## config.mk

```make
export PLATFORM = sky130hd
export DESIGN_NAME = pll_lock_detector
export DESIGN_NICKNAME = d
export VERILOG_FILES = /design/src/rtl/pll_pkg.sv /design/src/rtl/trim_popcount.sv /design/src/rtl/pll_lock_detector.sv
export SDC_FILE = /design/constraint.sdc
export NUM_CORES = 1
export LEC_CHECK = 0
export BUFFER_PORTS_ARGS = -buffer_cell sky130_fd_sc_hd__buf_2
export CAP_MARGIN = 20
export CORE_ASPECT_RATIO = 0.5
export CORE_MARGIN = 2
export CORE_UTILIZATION = 45
export CTS_BUF_LIST = sky130_fd_sc_hd__clkbuf_16
export DETAILED_ROUTE_END_ITERATION = 10
export GPL_ROUTABILITY_DRIVEN = 1
export GPL_TIMING_DRIVEN = 0
export SETUP_SLACK_MARGIN = 0.15
export SLEW_MARGIN = 20
export SYNTH_ARGS = -nofsm -noshare
export SYNTH_HDL_FRONTEND = slang
export SYNTH_SLANG_ARGS = --single-unit
```

## constraint.sdc

```tcl
create_clock -name clock -period 11.98 [get_ports clock]
set_input_delay 1.797 -clock clock [delete_from_list [all_inputs] [get_ports clock]]
set_output_delay 1.797 -clock clock [all_outputs]
set_load 0.02 [all_outputs]
```

## src/rtl/pll_pkg.sv

```systemverilog
`default_nettype none
// ============================================================================
// Module      : pll_pkg
// Description : Shared widths, state encoding and helpers for PLL trim monitors.
// Revision    : 1.0 - initial release
// ============================================================================
package pll_pkg;

    localparam int TRIM_W   = 26;
    localparam int CODE_W   = 5;
    localparam int CODE_MAX = 26;

    typedef enum logic [1:0] {
        IDLE   = 2'd0,
        SEEK   = 2'd1,
        LOCKED = 2'd2
    } state_t;

    function automatic logic [7:0] sat_inc(input logic [7:0] v);
        return (v == 8'hFF) ? v : v + 8'd1;
    endfunction

endpackage
`default_nettype wire

```

## src/rtl/trim_popcount.sv

```systemverilog
`default_nettype none
// ============================================================================
// Module      : trim_popcount
// Description : Combinational population count of a DCO trim word.
// Revision    : 1.0 - initial release
// ============================================================================
module trim_popcount
    import pll_pkg::*;
(
    input  logic [TRIM_W-1:0] i_trim,
    output logic [CODE_W-1:0] o_code
);

    always_comb begin
        o_code = '0;
        for (int i = 0; i < TRIM_W; i++) begin
            o_code = o_code + CODE_W'(i_trim[i]);
        end
    end

endmodule
`default_nettype wire

```

## src/rtl/pll_lock_detector.sv

```systemverilog
`default_nettype none
// ============================================================================
// Module      : pll_lock_detector
// Description : Windowed trim-stability lock detector with rail-saturation flags.
// Revision    : 1.0 - initial release
// ============================================================================
module pll_lock_detector
    import pll_pkg::*;
#(
    parameter int WINDOW       = 64,
    parameter int TOL          = 1,
    parameter int LOCK_COUNT   = 4,
    parameter int UNLOCK_COUNT = 2,
    parameter int SAT_COUNT    = 2
) (
    input  logic              clock,
    input  logic              reset,
    input  logic              enable,
    input  logic [TRIM_W-1:0] trim,
    output logic [CODE_W-1:0] trim_code,
    output logic              locked,
    output logic              lock_lost,
    output logic              sat_hi,
    output logic              sat_lo
);

    localparam int                c_WIN_W    = $clog2(WINDOW);
    localparam logic [c_WIN_W-1:0] c_WIN_LAST = c_WIN_W'(WINDOW - 1);

    state_t              r_state;
    logic [c_WIN_W-1:0]  r_win_cnt;
    logic [CODE_W-1:0]   r_min;
    logic [CODE_W-1:0]   r_max;
    logic                r_eval;
    logic                r_eval_stable;
    logic                r_eval_hi;
    logic                r_eval_lo;
    logic [7:0]          r_stable_cnt;
    logic [7:0]          r_unstable_cnt;
    logic [7:0]          r_sat_hi_cnt;
    logic [7:0]          r_sat_lo_cnt;

    logic [CODE_W-1:0]   w_code;
    logic [CODE_W-1:0]   w_min;
    logic [CODE_W-1:0]   w_max;
    logic                w_stable;
    logic [7:0]          w_stable_inc;
    logic [7:0]          w_unstable_inc;
    logic [7:0]          w_sat_hi_inc;
    logic [7:0]          w_sat_lo_inc;

    trim_popcount u_popcount (
        .i_trim (trim),
        .o_code (w_code)
    );

    // Extremes including the current cycle, so the last window cycle is counted.
    assign w_min    = (trim_code < r_min) ? trim_code : r_min;
    assign w_max    = (trim_code > r_max) ? trim_code : r_max;
    assign w_stable = ((w_max - w_min) <= CODE_W'(TOL)) &&
                      (w_min != CODE_W'(CODE_MAX)) && (w_max != '0);

    assign w_stable_inc   = sat_inc(r_stable_cnt);
    assign w_unstable_inc = sat_inc(r_unstable_cnt);
    assign w_sat_hi_inc   = sat_inc(r_sat_hi_cnt);
    assign w_sat_lo_inc   = sat_inc(r_sat_lo_cnt);

    always_ff @(posedge clock) begin
        if (reset) begin
            r_state        <= IDLE;
            r_win_cnt      <= '0;
            r_min          <= '0;
            r_max          <= '0;
            r_eval         <= 1'b0;
            r_eval_stable  <= 1'b0;
            r_eval_hi      <= 1'b0;
            r_eval_lo      <= 1'b0;
            r_stable_cnt   <= '0;
            r_unstable_cnt <= '0;
            r_sat_hi_cnt   <= '0;
            r_sat_lo_cnt   <= '0;
            trim_code      <= '0;
            locked         <= 1'b0;
            lock_lost      <= 1'b0;
            sat_hi         <= 1'b0;
            sat_lo         <= 1'b0;
        end else begin
            trim_code <= w_code;
            lock_lost <= 1'b0;
            r_eval    <= 1'b0;
            if (!enable) begin
                r_state        <= IDLE;
                r_win_cnt      <= '0;
                r_min          <= '0;
                r_max          <= '0;
                r_stable_cnt   <= '0;
                r_unstable_cnt <= '0;
                r_sat_hi_cnt   <= '0;
                r_sat_lo_cnt   <= '0;
                locked         <= 1'b0;
                sat_hi         <= 1'b0;
                sat_lo         <= 1'b0;
            end else begin
                case (r_state)
                    IDLE: begin
                        r_state   <= SEEK;
                        r_win_cnt <= '0;
                    end
                    SEEK, LOCKED: begin
                        if (r_win_cnt == '0) begin
                            r_min <= trim_code;
                            r_max <= trim_code;
                        end else begin
                            r_min <= w_min;
                            r_max <= w_max;
                        end
                        // Window verdict is registered and acted on one edge later.
                        if (r_win_cnt == c_WIN_LAST) begin
                            r_win_cnt     <= '0;
                            r_eval        <= 1'b1;
                            r_eval_stable <= w_stable;
                            r_eval_hi     <= (w_min == CODE_W'(CODE_MAX));
                            r_eval_lo     <= (w_max == '0);
                        end else begin
                            r_win_cnt <= r_win_cnt + c_WIN_W'(1);
                        end
                        if (r_eval) begin
                            if (r_eval_hi) begin
                                r_sat_hi_cnt <= w_sat_hi_inc;
                                sat_hi       <= (w_sat_hi_inc >= 8'(SAT_COUNT));
                            end else begin
                                r_sat_hi_cnt <= '0;
                                sat_hi       <= 1'b0;
                            end
                            if (r_eval_lo) begin
                                r_sat_lo_cnt <= w_sat_lo_inc;
                                sat_lo       <= (w_sat_lo_inc >= 8'(SAT_COUNT));
                            end else begin
                                r_sat_lo_cnt <= '0;
                                sat_lo       <= 1'b0;
                            end
                            if (r_state == SEEK) begin
                                if (!r_eval_stable) begin
                                    r_stable_cnt <= '0;
                                end else if (w_stable_inc >= 8'(LOCK_COUNT)) begin
                                    r_state      <= LOCKED;
                                    locked       <= 1'b1;
                                    r_stable_cnt <= '0;
                                end else begin
                                    r_stable_cnt <= w_stable_inc;
                                end
                            end else begin
                                if (r_eval_stable) begin
                                    r_unstable_cnt <= '0;
                                end else if (w_unstable_inc >= 8'(UNLOCK_COUNT)) begin
                                    r_state        <= SEEK;
                                    locked         <= 1'b0;
                                    lock_lost      <= 1'b1;
                                    r_unstable_cnt <= '0;
                                end else begin
                                    r_unstable_cnt <= w_unstable_inc;
                                end
                            end
                        end
                    end
                    default: r_state <= IDLE;
                endcase
            end
        end
    end

endmodule
`default_nettype wire

```

[Yosys cells after proc, flatten, opt, wreduce, memory -nomap -nowiden]
Index checks and enable logic that the tools add are counted.
W data, S select, Z words.
Storage, ports and cells
  word-level logic and storage cells: 126
  output and inout bits: 9
  register bits: 63
Cells by class
  order comparisons: 7
  reduce and logical (&&, ||, !) cells: 18
  muxes and demuxes: 32
  add/subtract/negate cells: 31
  equal/unequal tests: 17
  bitwise logic cells: 4
Operators by type and width (number)
  $add A5 B1 Y5: 24
  $mux W8: 10
  $add A8 B1 Y8 const B: 4
  $eq A8 B8 Y1 const B: 4
  $ge A8 B2 Y1 const B: 3
  $mux W5: 4
  $mux W2: 6
  $ne A3 B3 Y1 const B: 4
  $pmux W6 S2: 1
  $mux W1: 9
  $reduce_and A3 Y1: 3
  $ge A8 B3 Y1 const B: 1
  $add A6 B1 Y6 const B: 1
  $eq A6 B6 Y1 const B: 1
  $logic_not A6 Y1: 1
  $mux W6: 1
  $reduce_and A6 Y1: 1
  $reduce_or A6 Y1: 1
  $eq A5 B5 Y1 const B: 1
  $gt A5 B5 Y1: 1
  $le A5 B1 Y1 const B: 1
  $logic_not A5 Y1: 1
  $lt A5 B5 Y1: 1
  $ne A5 B5 Y1 const B: 1
  16 further kinds: 24

[Depth between registers and ports, before layout]
Gate-level depths: netlist (run 1).
  word-level depth: 25
  depth in mapped cells: 16

[Cells and area by module]
From an unflattened synthesis (run 1), not the netlist that was laid out.
Unflattened totals
  cell total of the unflattened synthesis: 535
  area total of the unflattened synthesis: 4305.4 um^2
Modules (own cells, without submodules)
  pll_lock_detector: cells each 461, times used 1, area an instance 3624.7 um^2
  trim_popcount: cells each 74, times used 1, area an instance 680.7 um^2

[Worst setup path after synthesis (run 1)]
Ideal clock, no wire load.
  kind: in2reg
  start: in trim[0]
  end: reg trim_code[3]
  library setup time: 0.125 ns
  arrival: 5.396 ns
  data required time: 11.855 ns
  stages on the path: 13
  path slack: 6.459 ns
  path buffers: 0
  path through: ha_1 -> inv_1 -> fa_1 -> fa_1 -> fa_1 -> fa_1 -> fa_1 -> inv_1 -> ha_1 -> a21o_1 -> a21oi_1 -> xor2_1 -> nor2_1
On the way
  cells in the longest elaborated chain, start to end: 25
Ends and longest elaborated chain
  start, declared: line pll_lock_detector.sv:19  | input logic [TRIM_W-1:0] trim,
  $add A1 B1 Y2: line trim_popcount.sv:17  | o_code = o_code + CODE_W'(i_trim[i]);
  $add A5 B1 Y5 (24 in series): line trim_popcount.sv:17
  end signal, assigned: line pll_lock_detector.sv:88  | trim_code <= w_code;
  end, declared: line pll_lock_detector.sv:20  | output logic [CODE_W-1:0] trim_code,
No other way between the ends.
A chain may end at the register's enable or synchronous reset.

[Worst setup path after layout (run 1)]
  start: in trim[0]
  end: reg trim_code[4]
The elaborated chain is that of the path after synthesis.

==> qor.txt, run 1 <==
# resized after CTS: 0
Global-route wire length before repair: 16,000 um
Crit Path Class: in -> reg
DR iter-0 viols: 181
Area of the core: 9420 sq um
Final setup viols: 0
Sw Share: 36.6%
CP Max Fanout: 2
Worst R2R Start: r_max[4]
Switch Pwr: 0.000333 W
Async SR Flop Fraction: 0%
Number of enable flip-flop cells after synthesis: 0
Post-Synthesis Cells: 528
Vias in the first global route: 3,435
Die Ht: 73.5 um
Reg area: 1260 sq um
# fillers: 927
Sequential share of the synthesized area: 29.0%
Hold Crit Class: reg -> reg
DRC Markers: 0
GRT overflow: 0
Gr usage total: 19.1%
Req. time, crit path: 12.24 ns
Final Hold Fails: 0
Top FF cell, synth: dfxtp_1
Share of cells above drive strength 1: 11.2%
DR WL/cell: 12.8 um
Power density over the cells: 181 nW/um^2
Area delta synth->final: 15.4%
H-tree levels: 3
FMAX: 183 MHz
Synth Cell Area: 4350 sq um
CP Launch Point: trim[0]
Largest net degree at the start of global routing: 13
Final HPWL DP: 6910 um
Distinct cells, synth: 61
Final WS setup: 6.52 ns
Port bufs: 36
Die width: 143 um
R2r endpoint: r_eval_stable
RSZ-0062 raised after global routing: no
Avg Cell Area, Syn: 8.24 sq um
Synth top area cells: dfxtp_1, fa_1, ha_1
Clock power frac: 30.7%
Worst EP arrival: 5.72 ns
Die ar.: 10,500 sq um
Drt pass-1 iters: 4
Diodes inserted: 0
Worst-case clock buffer depth: 2
Nets@finish: 655
Worst R2R Setup Slack: 8.24 ns
Synth warn: 0
# clock sinks: 63
Routed Antenna Nets: 0
Area leader, netlist: dfxtp_1
Sequential power share: 26.4%
# rows: 25
Relative slew slack: 59.5%
Slew Limit Fails: 0
Comb pwr share: 42.8%
Dpl ws: 6.17 ns
Fin Setup TNS: 0 ns
Post-CTS setup buffer count: 0
Critical Path Sink Type: flip-flop
Share of the synthesized area in the top cell type: 29.0%
Worst slew pin tran: 0.603 ns
Area taken by multi-input logic gates: 2780 sq um
Internal: 0.000578 W
Worst clock skew: 0.00616 ns
Pleak: 2.09 nW
CTS Buf Count: 9
Tcrit/Tclk final: 45.6%
Placer Congestion: 0.827
CTS tree: done
Synthesized Nets: 608
Peak VDD IR: 0.0000907 V
Hold_buf cts: 0
Worst Setup EP: trim_code[4]
FF+latch count, synth: 63
Starting Density: 46.2%
CTS clk-pin slew, worst paths: 0.06 ns
Fin crit period: 5.46 ns
Clk_lat worst skew: 0.33 ns
Initial antenna violation count: 0
Reg2Reg Depth: 14
Clock root cell: clkbuf_16
Via density per instance: 5.22
Vias: 3,735
Max-cap violations: 0
CP Launch Type: input pin
Post-detailed-routing wire length: 9120 um
I/O pins: 38
Status: finished clean
## state kept, by name, indices dropped and copies added, names as in the netlist
name,cells
r_eval_stable,1
r_eval,1
r_sat_hi_cnt,8
r_unstable_cnt,8
lock_lost,1
r_win_cnt,6
sat_hi,1
trim_code,5
r_max,5
r_stable_cnt,8
sat_lo,1
r_sat_lo_cnt,8
locked,1
r_min,5
r_state,2
r_eval_hi,1
r_eval_lo,1
## cells in the mapped netlist, types with 5 or more instances
master	instances
ha_1	31
a211oi_1	5
dfxtp_1	63
o21ai_0	16
mux2i_1	18
nor4_1	6
a21o_1	7
nand2_1	42
inv_1	57
nand4_1	5
nor2_1	54
and2_1	17
nor2b_1	5
a21oi_1	39
nand3_1	15
clkbuf_1	15
fa_1	20
a31oi_1	6
nor3_1	25
## metal layers
metal	GRT usage, %	up-vias	wire length (um)
met2	28.9	65	3760
met1	26.6	1716	4850
met5	0	-	0
met4	4.95	0	85
met3	6.06	10	428
li1	-	1944	-
## layout make-up
class | instances | share of cell area, %
tap | 135 | 3.36
clock buffer | 9 | 4.48
buffer | 21 | 1.94
clock inverter | 7 | 1.94
inverter | 57 | 4.26
timing repair buffer | 36 | 3.59
sequential | 63 | 25.1
multi-input combinational | 387 | 55.3
## power groups by stage
stage          clock, W  combinational (W)  sequential [W]
3_5_place_dp          0           0.000389        0.000245
5_1_grt        0.000297           0.000446        0.000242
3_3_place_gp          0           0.000385        0.000245
6_report       0.000280           0.000390        0.000241
4_1_cts        0.000287           0.000393        0.000241
2_1_floorplan         0           0.000308        0.000246
## worst min path at each step
stage | startpoint | to | slack (ns) | cells past startpoint
2_1_floorplan | r_unstable_cnt[5] | r_unstable_cnt[5] | 0.44 | 1
3_3_place_gp | sat_hi | sat_hi | 0.45 | 1
3_5_place_dp | locked | locked | 0.47 | 2
4_1_cts | r_unstable_cnt[5] | r_unstable_cnt[5] | 0.49 | 1
5_1_grt | r_unstable_cnt[3] | r_unstable_cnt[3] | 0.50 | 1
6_report | r_unstable_cnt[5] | r_unstable_cnt[5] | 0.48 | 1
## logic make-up (layout without fill, tap and decap cells)
logic type | after synthesis | in the layout | synth area share [%]
AND/OR/NAND/NOR | 196 | 196 | 22.1
AO/OA/AOI/OAI | 116 | 116 | 18.1
buffers and inverters | 78 | 130 | 7.16
flip-flops | 63 | 63 | 29.0
adder cells (fa/ha/maj) | 51 | 51 | 18.1
multiplexers | 20 | 20 | 4.66
XOR/XNOR | 4 | 4 | 0.805
## cell usage in the layout, fill, tap and decap left out, types with 5 or more instances in the layout
cell,Yosys,layout
fa_1,20,20
inv_1,57,57
clkbuf_16,0,9
nand4_1,5,5
a31oi_1,6,6
and2_1,17,17
ha_1,31,31
nand3_1,15,15
nor3_1,25,25
o21ai_0,16,16
nor2b_1,5,5
nor2_1,54,54
nor4_1,6,6
mux2i_1,18,18
a21oi_1,39,39
clkbuf_1,15,15
dfxtp_1,63,63
nand2_1,42,42
a211oi_1,5,5
buf_2,3,39
a21o_1,7,7
## worst max-delay path, cell delays in order
cell and delay (ns):
buf_2 0.10, ha_1 0.28, inv_1 0.07, fa_1 0.43
fa_1 0.55, fa_1 0.45, fa_1 0.54, fa_1 0.42
inv_1 0.08, fa_1 0.19, inv_1 0.06, fa_1 0.37
nor2b_1 0.16, o21ai_0 0.09, a21oi_1 0.13
## per-stage QoR
stage | utilization (%) | total power (W) | instances | hold slack [ns] | instance area, sq um
global route | 53.3 | 0.000985 | 715 | 0.496 | 5020
CTS | 53.3 | 0.000921 | 715 | 0.485 | 5020
finish | 53.3 | 0.000911 | 715 | 0.483 | 5020
detailed placement | 49.9 | 0.000634 | 699 | 0.472 | 4700
floorplan | - | 0.000553 | 528 | 0.445 | 4350
global placement | 49.9 | 0.000631 | 699 | 0.455 | 4700
No activity file was read; power rests on OpenSTA's default activity.
==> run 2, diff against run 1 <==
--- a/config.mk
+++ b/config.mk
@@ -14,6 +14,7 @@
 export DETAILED_ROUTE_END_ITERATION = 10
 export GPL_ROUTABILITY_DRIVEN = 1
 export GPL_TIMING_DRIVEN = 0
+export PLACE_DENSITY = 0.65
 export SETUP_SLACK_MARGIN = 0.15
 export SLEW_MARGIN = 20
 export SYNTH_ARGS = -nofsm -noshare
==> constraint.sdc (replaced) <==
create_clock -name clock -period 4.9 [get_ports clock]
set_input_delay 0.735 -clock clock [delete_from_list [all_inputs] [get_ports clock]]
set_output_delay 0.735 -clock clock [all_outputs]
set_load 0.02 [all_outputs]
==> qor.txt, run 2 (synthesis gave the netlist of run 1 again) <==
Status: finished clean
RSZ-0062 raised after global routing: no
Final HPWL DP: 6810 um
Peak VDD IR: 0.000231 V
Min Hold Slack: 0.483 ns
Area of the core: 9420 sq um
# resized after CTS: 0
DR iter-0 viols: 211
Routed Antenna Nets: 0
Post-CTS setup buffer count: 0
Fin Setup TNS: 0 ns
CTS clk-pin slew, worst paths: 0.06 ns
Final Hold Fails: 0
Hold_buf cts: 0
Worst-case clock buffer depth: 2
Die Ht: 73.5 um
Via density per instance: 5.24
Critical Path Sink Type: flip-flop
Nets@finish: 655
H-tree levels: 3
# rows: 25
Most frequent cells in the layout: dfxtp_1, inv_1, nor2_1
Global-route wire length before repair: 15,900 um
Vias in the first global route: 3,447
FMAX: 228 MHz
Area delta synth->final: 15.4%
Port bufs: 36
Vias: 3,746
Gr usage total: 19.2%
Die ar.: 10,500 sq um
Fin crit period: 4.38 ns
I/O pins: 38
Final setup viols: 0
Crit Path Class: in -> reg
Clk_lat worst skew: 0.34 ns
Post-detailed-routing wire length: 9110 um
CP Launch Type: input pin
GRT overflow: 0
Share of cells above drive strength 1: 11.0%
Die width: 143 um
CTS tree: done
Initial antenna violation count: 0
Req. time, crit path: 5.11 ns
Tcrit/Tclk final: 89.4%
Largest net degree at the start of global routing: 13
DR WL/cell: 12.7 um
Worst slew pin tran: 0.638 ns
Drt pass-1 iters: 5
Relative slew slack: 57.1%
DRC Markers: 0
Worst EP arrival: 4.59 ns
Worst clock skew: 0.00647 ns
Commonest non-fill, non-tap cell in the layout: dfxtp_1
Clock root cell: clkbuf_16
Diodes inserted: 0
CTS Buf Count: 9
Slew Limit Fails: 0
CP Max Fanout: 2
Max-cap violations: 0
Starting Density: 46.2%
Placer Congestion: 0.842
# clock sinks: 63
Power density over the cells: 445 nW/um^2
Hold Crit Class: reg -> reg
# fillers: 880
Pleak: 2.09 nW
[run 2: worst max-delay path, cell delays in order]
cell     delay, ns
buf_2         0.10
ha_1          0.28
inv_1         0.07
fa_1          0.44
fa_1          0.44
fa_1          0.51
fa_1          0.52
fa_1          0.59
inv_1         0.06
ha_1          0.29
a21o_1        0.17
a21oi_1       0.17
xor2_1        0.16
nor2_1        0.06
[run 2: final timing paths]
kind | start | to | slack (ns) | cells past startpoint
min reg2reg | r_unstable_cnt[3] | r_unstable_cnt[3] | 0.48 | 1
max | trim[0] | trim_code[3] | 0.52 | 14
min | r_unstable_cnt[3] | r_unstable_cnt[3] | 0.48 | 1
max reg2reg | r_max[4] | r_eval_stable | 1.17 | 14
[run 2: area by class of cell]
type	count	area (sq um)	area share [%]
multi-input combinational	387	2780	55.3
sequential	63	1260	25.1
clock buffer	9	225	4.48
buffer	21	97.6	1.94
tap	135	169	3.36
clock inverter	7	97.6	1.94
timing repair buffer	36	180	3.59
inverter	57	214	4.26
[run 2: routing by layer]
metal	track usage, %	routed length, um
met2	29.7	3830
met1	25.7	4600
met4	6.60	134
met5	0	0
met3	6.19	540
[run 2: report_power, final]
group	switching, W	internal (W)	total [W]	leakage (nW)
logic	0.000525	0.000429	0.000954	1.43
registers	0.0000495	0.000539	0.000588	0.509
clock network	0.000244	0.000446	0.000691	0.157
total	0.000819	0.00141	0.00223	2.09
[run 2: through the flow]
step	cell area, sq um	setup slack [ns]	util, %	std cells	total power, W
finish	5020	0.520	53.3	715	0.00223
global route	5020	0.336	53.3	715	0.00243
CTS	5020	0.473	53.3	715	0.00226
detailed placement	4700	0.121	49.9	699	0.00155
global placement	4700	0.170	49.9	699	0.00153
floorplan	4350	0.441	-	528	0.00135
